<file path="src/rtl/hilo_muldiv_unit.sv">
// Multi-cycle multiply/divide unit owning the HI/LO registers (shift-add multiply, restoring divide).
// Build option: define HILO_FAST_MUL_EN for a single-cycle array multiply; divide is unaffected.
module hilo_muldiv_unit #(
    parameter int WIDTH = 32
) (
    input  logic             clk,
    input  logic             reset,
    input  logic             mul,
    input  logic             div,
    input  logic             is_unsigned,
    input  logic             mthi,
    input  logic             mtlo,
    input  logic [WIDTH-1:0] op_a,
    input  logic [WIDTH-1:0] op_b,
    output logic [WIDTH-1:0] hi,
    output logic [WIDTH-1:0] lo,
    output logic             busy,
    output logic             done,
    output logic [1:0]       dbg_state
);

    localparam int CW = $clog2(WIDTH);

    typedef enum logic [1:0] {
        IDLE = 2'd0,
        RUN  = 2'd1,
        FIX  = 2'd2
    } state_t;

`ifdef HILO_FAST_MUL_EN
    localparam bit FAST_MUL = 1'b1;
`else
    localparam bit FAST_MUL = 1'b0;
`endif

    state_t             state_q, state_d;
    logic [CW-1:0]      count_q, count_d;
    logic [WIDTH-1:0]   acc_hi_q, acc_hi_d;
    logic [WIDTH-1:0]   acc_lo_q, acc_lo_d;
    logic [WIDTH-1:0]   mcand_q, mcand_d;
    logic [WIDTH-1:0]   raw_a_q, raw_a_d;
    logic               is_div_q, is_div_d;
    logic               neg_q, neg_d;
    logic               rem_neg_q, rem_neg_d;
    logic               div_zero_q, div_zero_d;
    logic [WIDTH-1:0]   hi_q, hi_d;
    logic [WIDTH-1:0]   lo_q, lo_d;
    logic               done_q, done_d;

    logic               start_ok;
    logic               a_neg, b_neg;
    logic [WIDTH-1:0]   abs_a, abs_b;
    logic [WIDTH:0]     mul_sum;
    logic [WIDTH:0]     div_shift;
    logic [WIDTH:0]     div_diff;
    logic [2*WIDTH-1:0] prod;
    logic [2*WIDTH-1:0] prod_fix;

    // mul and div together is not a valid start, so the unit stays idle and MT writes still apply.
    assign start_ok = (state_q == IDLE) && (mul ^ div);
    assign a_neg    = !is_unsigned && op_a[WIDTH-1];
    assign b_neg    = !is_unsigned && op_b[WIDTH-1];
    assign abs_a    = a_neg ? (~op_a + 1'b1) : op_a;
    assign abs_b    = b_neg ? (~op_b + 1'b1) : op_b;

    // Multiply: acc_lo holds the multiplier, shifted right as product bits enter from acc_hi.
    // Divide: acc_lo holds the dividend, shifted left as quotient bits enter at bit 0.
    assign mul_sum   = {1'b0, acc_hi_q} + (acc_lo_q[0] ? {1'b0, mcand_q} : '0);
    assign div_shift = {acc_hi_q, acc_lo_q[WIDTH-1]};
    assign div_diff  = div_shift - {1'b0, mcand_q};
    assign prod      = {acc_hi_q, acc_lo_q};
    assign prod_fix  = neg_q ? (~prod + 1'b1) : prod;

    always_ff @(posedge clk) begin
        if (reset) begin
            state_q    <= IDLE;
            count_q    <= '0;
            acc_hi_q   <= '0;
            acc_lo_q   <= '0;
            mcand_q    <= '0;
            raw_a_q    <= '0;
            is_div_q   <= 1'b0;
            neg_q      <= 1'b0;
            rem_neg_q  <= 1'b0;
            div_zero_q <= 1'b0;
            hi_q       <= '0;
            lo_q       <= '0;
            done_q     <= 1'b0;
        end else begin
            state_q    <= state_d;
            count_q    <= count_d;
            acc_hi_q   <= acc_hi_d;
            acc_lo_q   <= acc_lo_d;
            mcand_q    <= mcand_d;
            raw_a_q    <= raw_a_d;
            is_div_q   <= is_div_d;
            neg_q      <= neg_d;
            rem_neg_q  <= rem_neg_d;
            div_zero_q <= div_zero_d;
            hi_q       <= hi_d;
            lo_q       <= lo_d;
            done_q     <= done_d;
        end
    end

    always_comb begin
        state_d = state_q;
        unique case (state_q)
            IDLE:    if (start_ok) state_d = (FAST_MUL && mul) ? FIX : RUN;
            RUN:     if (count_q == '0) state_d = FIX;
            FIX:     state_d = IDLE;
            default: state_d = IDLE;
        endcase
    end

    always_comb begin
        count_d    = count_q;
        acc_hi_d   = acc_hi_q;
        acc_lo_d   = acc_lo_q;
        mcand_d    = mcand_q;
        raw_a_d    = raw_a_q;
        is_div_d   = is_div_q;
        neg_d      = neg_q;
        rem_neg_d  = rem_neg_q;
        div_zero_d = div_zero_q;
        hi_d       = hi_q;
        lo_d       = lo_q;
        done_d     = 1'b0;
        unique case (state_q)
            IDLE: begin
                if (start_ok) begin
                    count_d    = CW'(WIDTH - 1);
                    raw_a_d    = op_a;
                    is_div_d   = div;
                    neg_d      = a_neg ^ b_neg;
                    rem_neg_d  = a_neg;
                    div_zero_d = (op_b == '0);
                    acc_hi_d   = '0;
                    if (mul) begin
                        acc_lo_d = abs_b;
                        mcand_d  = abs_a;
`ifdef HILO_FAST_MUL_EN
                        {acc_hi_d, acc_lo_d} = {{WIDTH{1'b0}}, abs_a} * {{WIDTH{1'b0}}, abs_b};
`endif
                    end else begin
                        acc_lo_d = abs_a;
                        mcand_d  = abs_b;
                    end
                end else begin
                    if (mthi) hi_d = op_a;
                    if (mtlo) lo_d = op_a;
                end
            end
            RUN: begin
                if (count_q != '0) count_d = count_q - 1'b1;
                if (is_div_q) begin
                    if (!div_diff[WIDTH]) begin
                        acc_hi_d = div_diff[WIDTH-1:0];
                        acc_lo_d = {acc_lo_q[WIDTH-2:0], 1'b1};
                    end else begin
                        acc_hi_d = div_shift[WIDTH-1:0];
                        acc_lo_d = {acc_lo_q[WIDTH-2:0], 1'b0};
                    end
                end else begin
                    acc_hi_d = mul_sum[WIDTH:1];
                    acc_lo_d = {mul_sum[0], acc_lo_q[WIDTH-1:1]};
                end
            end
            FIX: begin
                done_d = 1'b1;
                if (!is_div_q) begin
                    {hi_d, lo_d} = prod_fix;
                end else if (div_zero_q) begin
                    lo_d = '1;
                    hi_d = raw_a_q;
                end else begin
                    lo_d = neg_q ? (~acc_lo_q + 1'b1) : acc_lo_q;
                    hi_d = rem_neg_q ? (~acc_hi_q + 1'b1) : acc_hi_q;
                end
            end
            default: ;
        endcase
    end

    assign busy      = (state_q != IDLE);
    assign hi        = hi_q;
    assign lo        = lo_q;
    assign done      = done_q;
    assign dbg_state = state_q;

endmodule

</file>
<file path="config.mk">
export PLATFORM = sky130hd
export DESIGN_NAME = hilo_muldiv_unit
export DESIGN_NICKNAME = d
export VERILOG_FILES = /design/src/rtl/hilo_muldiv_unit.sv
export SDC_FILE = /design/constraint.sdc
export NUM_CORES = 1
export LEC_CHECK = 0
export CELL_PAD_IN_SITES_DETAIL_PLACEMENT = 1
export CELL_PAD_IN_SITES_GLOBAL_PLACEMENT = 1
export CORE_UTILIZATION = 40
export DETAILED_ROUTE_END_ITERATION = 6
export HOLD_SLACK_MARGIN = 0.1
export PLACE_DENSITY_LB_ADDON = 0.1
export SETUP_SLACK_MARGIN = 0.02
export SYNTH_ARGS = -nofsm -noshare
export SYNTH_HDL_FRONTEND = slang
export SYNTH_SLANG_ARGS = --single-unit
export TNS_END_PERCENT = 10
</file>
<file path="constraint.sdc">
create_clock -name clk -period 3.6 [get_ports clk]
set_input_delay 0.54 -clock clk [delete_from_list [all_inputs] [get_ports clk]]
set_output_delay 0.54 -clock clk [all_outputs]
set_load 0.01 [all_outputs]
</file>
---- Yosys cells after proc, flatten, opt, wreduce, memory -nomap -nowiden ----
Cells that the tools add are included.
word-level totals
  bits in registers ....................... 204
  input port bits ......................... 71
  output and inout bits ................... 68
  word-level logic and storage cells ...... 86
operators by class
  $add $sub $neg .......................... 8
  eq/ne operators ......................... 8
  multiplexer cells ....................... 33
  bitwise logic cells ..................... 7
  reduce and logical (&&, ||, !) cells .... 17
operators by type and width
  operator                                           number
  2-to-1 mux 32 bit                                  20
  one-hot mux 32 bit (2 select lines)                4
  adder 32 x 1 -> 32 bit (second input constant)     4
  inverter 32 bit                                    4
  adder 64 x 1 -> 64 bit (second input constant)     1
  2-to-1 mux 64 bit                                  1
  inverter 64 bit                                    1
  adder 32 x 32 -> 33 bit                            1
  subtractor 33 x 32 -> 33 bit                       1
  logical NOT 32 bit                                 1
  != test 2 bit (second input constant)              6
  2-to-1 mux 5 bit                                   2
  one-hot mux 5 bit (2 select lines)                 1
  AND reduction 3 bit                                3
  AND reduction 2 bit                                3
  nonzero test 2 bit                                 3
  logical NOT 5 bit                                  1
  nonzero test 5 bit                                 1
  subtractor 5 x 1 -> 5 bit (second input constant)  1
  2-to-1 mux 2 bit                                   2
  one-hot mux 2 bit (2 select lines)                 1
  logical AND 1 bit                                  3
  == test 2 x 1 -> 1 bit (second input constant)     1
  == test 2 bit (second input constant)              1
  other kinds (4)                                    6

---- Logic depth before layout (Yosys ltp) ----
Gate-level depths: netlist of run 1.
  depth in word-level cells ............... 6
  gate-level depth with buffers ........... 15
  depth with buffers taken out ............ 14

---- Worst setup path after synthesis of run 1 ----
Ideal clock, no wire load.
  path kind ............................... register -> register
  from .................................... register acc_lo_q[0]
  to ...................................... register acc_hi_q[30]
  setup time .............................. 0.122 ns
  data arrival time ....................... 3.522 ns
  required time ........................... 3.478 ns
  slack ................................... -0.043 ns
  cell stages (with the launch flop) ...... 15
  buffers on the path ..................... 1
  period minus slack after synthesis ...... 3.643 ns
  cells stage by stage .................... dfxtp_1 > inv_1 > clkbuf_1 > nor2_1 > ha_1 > nand4_1 > or3_1 > nor4_1 > o31ai_1 > a2111oi_0 > nor2_1 > a211o_1 > o21ai_0 > xor2_1 > a221o_1
on the way
  longest elaborated chain between the ends .. 4
RTL lines
  what                                 RTL line  RTL
  start: declaration                   39        logic [WIDTH-1:0] acc_lo_q, acc_lo_d;
  start signal: assignment             93        acc_lo_q <= acc_lo_d;
  2-to-1 mux 32 bit                    68        assign mul_sum = {1'b0, acc_hi_q} + (acc_lo_q[0] ? {1'b0, mcand_q} : '0);
  adder 32 x 32 -> 33 bit              68
  2-to-1 mux 32 bit                    156       if (is_div_q) begin
  one-hot mux 32 bit (2 select lines)  129       unique case (state_q)
  end signal: assignment               92        acc_hi_q <= acc_hi_d;
  end: declaration                     38        logic [WIDTH-1:0] acc_hi_q, acc_hi_d;
Every way passes these cells.
A chain may end at the register's enable or synchronous reset.

---- Final worst setup path of run 1 ----
  from .................................... register acc_lo_q[0]
  to ...................................... register hi_q[19], in the netlist hi[19]
on the way
  longest elaborated chain between the ends .. 5
RTL lines
  what                                 RTL line  RTL
  inverter 64 bit                      72        assign prod_fix = neg_q ? (~prod + 1'b1) : prod;
  adder 64 x 1 -> 64 bit               72
  2-to-1 mux 64 bit                    72
  2-to-1 mux 32 bit                    171       if (!is_div_q) begin
  one-hot mux 32 bit (2 select lines)  129
  end signal: assignment               100       hi_q <= hi_d;
  end: declaration                     46        logic [WIDTH-1:0] hi_q, hi_d;
Every way passes these cells.

==> results of run 1 <==
## routing by layer
layer  routed length (um)  track usage  part of all wire  vias up
met5                    0            0                 0        -
met3                 4390       0.0371             0.062      127
met4                 2170        0.104             0.031        0
met1                32000        0.459              0.45     9034
li1                     -            -                 -     8353
met2                32100        0.545              0.45      614
## placed cells by master, fill, tap and decap left out, types with 6 or more instances in the layout
cell type and n:
a211oi_1 80, a21o_1 28, a21oi_1 222, a22oi_1 21, a311oi_1 12, a31oi_1 23, and3_1 9, buf_12 9
buf_4 222, clkbuf_1 6, clkbuf_16 27, clkdlybuf4s50_1 136, dfxtp_1 199, ha_1 68, inv_1 70, mux2_2 16
mux2i_1 73, nand2_1 320, nand2b_1 11, nand3_1 18, nand4_1 9, nor2_1 161, nor2b_1 13, nor3_1 26
nor4_1 13, o2111ai_1 6, o211ai_1 35, o21a_1 7, o21ai_0 141, o21ai_1 7, o21bai_1 10, o221ai_1 32
o31ai_1 25, o41ai_1 13, or3_1 23, or4_1 18, xnor2_1 123, xor2_1 88
## sequential cells by signal, summed over array words and instances (netlist names)
| name | flops |
|---|---|
| lo | 32 |
| done | 1 |
| neg_q | 1 |
| hi | 32 |
| mcand_q | 32 |
| div_zero_q | 1 |
| acc_hi_q | 32 |
| count_q | 5 |
| acc_lo_q | 32 |
| dbg_state | 2 |
| raw_a_q | 32 |
| is_div_q | 1 |
| rem_neg_q | 1 |
## cell type report
class / instances / area (um^2)
fill: 4932 / 19300
multi-input combinational: 1754 / 11500
sequential: 204 / 4090
timing repair buffer: 368 / 3210
clock buffer: 37 / 753
tap: 525 / 657
inverter: 73 / 274
clock inverter: 10 / 184
## through the flow
step | cell area [um^2] | setup TNS [ns] | power (mW)
after global routing | 20600 | -0.153 | 9.40
after detailed placement | 19500 | -3.70 | 5.94
after floorplan | 16300 | 0 | 4.61
final | 20600 | 0 | 9.01
after CTS | 20500 | -0.00841 | 8.93
after global placement | 19500 | -0.609 | 5.86
## power breakdown
group,switching [mW],internal (mW)
Combinational,1.98,1.36
Clock,1.13,1.81
Sequential,0.236,2.49
## what timing repair did
| action | in CTS | in global routing |
|---|---|---|
| pin swaps | 4 | 10 |
| buffers inserted | 2 | 3 |
| setup endpoints to repair | 43 | 32 |
| gates resized for setup | 12 | 31 |
| gates cloned | 0 | 0 |
## cells by family after synthesis
kind of cell | share of synthesized area
compound gates | 0.281
xor+xnor | 0.114
fa+ha+maj | 0.0562
buf+inv | 0.0604
flops | 0.251
mux | 0.0559
simple gates | 0.182
## how the worst max path moves through the flow
stage	start	endpoint	slack, ns
floorplan	acc_lo_q[0]	acc_hi_q[30]	0.0006
global placement	acc_lo_q[31]	acc_hi_q[30]	-0.06
detailed placement	acc_lo_q[0]	hi[19]	-0.21
CTS	acc_lo_q[31]	acc_hi_q[1]	-0.008
global route	acc_lo_q[31]	acc_hi_q[1]	-0.05
finish	acc_lo_q[0]	hi[19]	0.05
## worst register-to-register path, cell delays in order, from the launching register on
cell	delay (ns)
dfxtp_2	0.32
buf_4	0.14
buf_4	0.15
or4_4	0.58
nor3_4	0.21
buf_4	0.14
nand3_1	0.13
or4_4	0.49
or3_4	0.43
o41ai_2	0.27
xor2_1	0.11
o21ai_1	0.14
nor2_1	0.07
a311oi_1	0.29
==> impl_metrics.csv, run 1 <==
group,metric,value,unit
run_status,status,"completed",
floorplanning,die_h,204,um
floorplanning,fp.coreArea,39900,um^2
worst_hold_path,whs_path_depth,2,
setup_path,slowest_delay,0.58,ns
setup_path,r2r_cells,13,
cells_and_area,final_cell_count_no_fill,2971,
cells_and_area,fin_util,0.517,
floorplanning,die_x,204,um
route,drt-total-wl,70700,um
global_routing,overflow,0,
timing,clock.fmax,0.281,GHz
synth,synth_fp_nets,2357,
floorplanning,rows,73,
global_routing,grt_max_degree,161,
route,vias_per_cell,6.10,
clock_network,cts_root_buf,"clkbuf_16",
setup_path,cp_common_cell,"buf_4",
route,dr.pass1.iters,7,
setup_path,timing_worst_setup_path_type,"flip-flop to flip-flop",
timing,clock_skew,0.0266,ns
setup_path,cp_num_buf_inv,3,
synth,ys_warn_count,0,
synth,synth.distinct_cells,71,
synth,synth.area.top_cells,"dfxtp_1 25%, nand2_1 7.4%, a21oi_1 6.9%",
synth,synth_edf_count,0,
clock_network,clockBufferDepth,3,
clock_network,cts_max_level,1,
setup_path,cp-end-kind,"flip-flop",
place,port_buffers,138,
worst_hold_path,holdPathEnd,"acc_hi_q[22]",
clock_network,hold_buffers,0,
cells_and_area,drive_above_1_share,0.143,
clock_network,cts.clk_slew.worst_paths,0.06,ns
setup_path,cp_top_family,"simple AND/OR/NAND/NOR gates",
setup_path,r2r_start,"acc_lo_q[0]",
timing,max-slew-margin-rel,0.384,
synth,avgSynthCellArea,7.36,um^2
clock_network,cts.sinks,204,
floorplanning,io_pins,139,
synth,seq_area_frac_synth,0.251,
setup_path,startpoint_type,"flip-flop",
timing,fin_crit,3.55,ns
place,dp_slack,-0.211,ns
job,maxCapViolations,0,
timing,tightest_slew,0.923,ns
synth,ys_top_cells_by_count,"321 x nand2_1, 224 x a21oi_1, 204 x dfxtp_1",
pwr,vdd_drop_max,0.394,mV
route,drc,0,
place,post-dp-hpwl,52100,um
pwr,p_leak,7.92,nW
pwr,p_per_area,437,nW/um^2
setup_path,cp.depth,13,
route,drt_iter0_markers,1327,
route,vias,18128,
place,finalWeightedCongestion,0.916,
timing,fin_ws,0.0475,ns
worst_hold_path,min-delay-start,"reset",
floorplanning,start_util,0.408,
synth,syn_inst,2214,
synth,ys_async_sr_fraction,0,
setup_path,critPathMaxFanout,7,
cells_and_area,n_antenna_cell,0,
synth,yosys.area.top_type,"dfxtp_1",
global_routing,grt_pass1_vias,18538,
timing,maxSlewViolCount,0,
synth,synth_ff_type,"dfxtp_1",
synth,ys_ff_latch,204,
timing,finalHoldViolations,0,
timing,finalCritPeriodShare,0.987,
global_routing,grt_pass1_wl,108000,um
synth,synthesis.area,16300,um^2
global_routing,antenna_found_initial,0,
timing,whs,0.261,ns
setup_path,r2r-end,"hi[19]",
floorplanning,dieArea,41500,um^2
global_routing,gr-usage-all-layers,0.334,
synth,synth_most_common_cell,"nand2_1",
timing,grt_setup_unrepaired,"yes",
setup_path,worstPathRequired,4.07,ns
worst_hold_path,hp-class,"primary input to flip-flop",
clock_network,clk_latency,0.57,ns
cells_and_area,nets,2571,
setup_path,arrival,4.02,ns
timing,finalSetupViolations,0,
clock_network,cts_made_buffers,27,
route,wl_per_cell,23.8,um
place,place_inst,2919,
setup_path,path_cells,"buf_4 -> buf_4 -> or4_4 -> nor3_4 -> buf_4 -> nand3_1 -> or4_4 -> or3_4 -> o41ai_2 -> xor2_1 -> o21ai_1 -> nor2_1 -> a311oi_1",
clock_network,tritoncts,"built",
synth,synth_top_area_frac,0.251,
cells_and_area,area_growth,26.7,%
setup_path,crit_path_top_delay_cell,"or4_4",
setup_path,rrSetupSlack,0.05,ns
route,postRouteAntennaNets,0,
No activity file was read; power rests on OpenSTA's default activity.
==> inputs of run 2 (changes only) <==
- CORE_MARGIN: not set -> 4
- MAX_ROUTING_LAYER: not set -> met4
==> impl_metrics.csv, run 2 (same netlist as run 1, synthesis figures left out) <==
group,metric,value,unit
timing,grt_setup_unrepaired,"yes",
floorplanning,fp.coreArea,40000,um^2
global_routing,use_met1,0.419,
setup_path,timing_worst_setup_path_type,"flip-flop to flip-flop",
timing,fin_tns_setup,0,ns
place,post-dp-hpwl,52000,um
clock_network,cts.sinks,204,
clock_network,clockBufferDepth,3,
global_routing,grt_max_degree,161,
global_routing,overflow,0,
setup_path,slowest_delay,0.56,ns
clock_network,hold_buffers,0,
worst_hold_path,hp-class,"primary input to flip-flop",
floorplanning,die_h,210,um
global_routing,top_usage_layer,"met2",
floorplanning,die_x,210,um
floorplanning,io_pins,139,
place,place_inst,2922,
timing,max-slew-margin-rel,0.471,
route,drc,0,
place,finalWeightedCongestion,0.933,
setup_path,critPathMaxFanout,7,
pwr,p_leak,7.90,nW
global_routing,gr-usage-all-layers,0.310,
floorplanning,rows,73,
global_routing,grtUsageMet3,0.0380,
cells_and_area,final_common_cell,"nand2_1",
floorplanning,dieArea,44000,um^2
route,drt-total-wl,68900,um
setup_path,cp_top_family,"simple AND/OR/NAND/NOR gates",
run_status,status,"completed",
route,postRouteAntennaNets,0,
route,vias_per_cell,5.97,
setup_path,cp_num_buf_inv,0,
clock_network,clk_latency,0.57,ns
cells_and_area,seqCellArea,4090,um^2
setup_path,cp-end-kind,"flip-flop",
place,port_buffers,138,
route,drt_iter0_markers,1205,
pwr,total_power,8.82,mW
cells_and_area,final_cell_mix,"320 x nand2_1, 227 x buf_4, 223 x a21oi_1",
timing,clock_skew,0.0295,ns
setup_path,worstPathRequired,4.05,ns
clock_network,tritoncts,"built",
timing,finalCritPeriodShare,0.977,
timing,fin_ws,0.0829,ns
cells_and_area,drive_above_1_share,0.139,
cells_and_area,final_cell_count_no_fill,2975,
timing,clock.fmax,0.284,GHz
setup_path,path_cells,"or4_4 -> or4_1 -> or2_4 -> or4_4 -> or3_4 -> or2_1 -> o21ai_0 -> xor2_1 -> o21ai_0",
global_routing,grt_pass1_vias,18397,
timing,maxSlewViolCount,0,
timing,fin_crit,3.52,ns
place,dp_slack,-0.191,ns
clock_network,cts.clk_slew.worst_paths,0.06,ns
clock_network,cts_root_buf,"clkbuf_16",
global_routing,grt_pass1_wl,107000,um
route,vias,17752,
timing,tightest_slew,0.794,ns
clock_network,cts_max_level,1,
setup_path,startpoint_type,"flip-flop",
job,maxCapViolations,0,
cells_and_area,nets,2574,
setup_path,arrival,3.96,ns
route,dr.pass1.iters,5,
cells_and_area,fill_cells,4926,
route,wl_per_cell,23.2,um
cells_and_area,area_growth,26.1,%
pwr,p_per_area,430,nW/um^2
floorplanning,start_util,0.407,
timing,finalSetupViolations,0,
global_routing,grt_util_met2,0.496,
timing,finalHoldViolations,0,
pwr,vdd_drop_max,0.333,mV
global_routing,antenna_found_initial,1,
setup_path,crit_path_top_delay_cell,"or4_4",
clock_network,cts_made_buffers,26,
cells_and_area,multi_input_area,11400,um^2
run 2: cell types whose count changed in the layout (fill, tap and decap cells not counted), sizes merged:
cell      change
bufinv        -2
clkbuf        -1
diode         +1
buf           +4
clkinvlp      -2
inv           -1
clkinv        +5
run 2: repair_timing:
item	4_1_cts	5_1_grt
pin swaps	4	7
resized for setup	6	20
gates cloned	0	0
setup endpoints to repair	34	29
buffers inserted	2	4
run 2: worst reg2reg max path, stage by stage, from the launching register on:
cell and delay [ns]:
dfxtp_1 0.31, or4_4 0.56, or4_1 0.45, or2_4 0.27
or4_4 0.53, or3_4 0.43, or2_1 0.28, o21ai_0 0.20
xor2_1 0.27, o21ai_0 0.11
run 2: area by class of cell:
type                    instances  area share
diodes                          1    0.000122
clock buffers                  36      0.0375
clock inverters                10     0.00609
inverters                      73      0.0133
multi-input cells            1754       0.554
flip-flops and latches        204       0.199
well taps                     525      0.0320
repair buffers                372       0.157
run 2: path summary, 6_finish.rpt:
check | startpoint | to | slack [ns] | cells after the start
worst min register to register | mcand_q[29] | mcand_q[29] | 0.46 | 2
worst min-delay path | reset | acc_hi_q[22] | 0.25 | 2
worst max-delay path | acc_lo_q[20] | hi[21] | 0.08 | 9
worst max register to register | acc_lo_q[20] | hi[21] | 0.08 | 9
run 2: power breakdown:
group	switching, mW	total (mW)	internal, mW
registers	0.233	2.72	2.49
logic	1.90	3.27	1.37
clock network	1.13	2.83	1.70
run 2: stage by stage:
| step | utilization | instance area, um^2 | hold WS, ns |
|---|---|---|---|
| after floorplan | - | 16300 | 0.431 |
| after global placement | 0.487 | 19500 | 0.441 |
| after detailed placement | 0.487 | 19500 | 0.447 |
| after CTS | 0.511 | 20400 | 0.227 |
| after global routing | 0.513 | 20500 | 0.255 |
| final | 0.513 | 20500 | 0.247 |
run 2: layer usage:
| layer | wire length [um] | vias up |
|---|---|---|
| met5 | 0 | - |
| met4 | 1890 | 0 |
| met3 | 3900 | 107 |
| met2 | 31500 | 510 |
| met1 | 31600 | 8779 |
| li1 | - | 8356 |
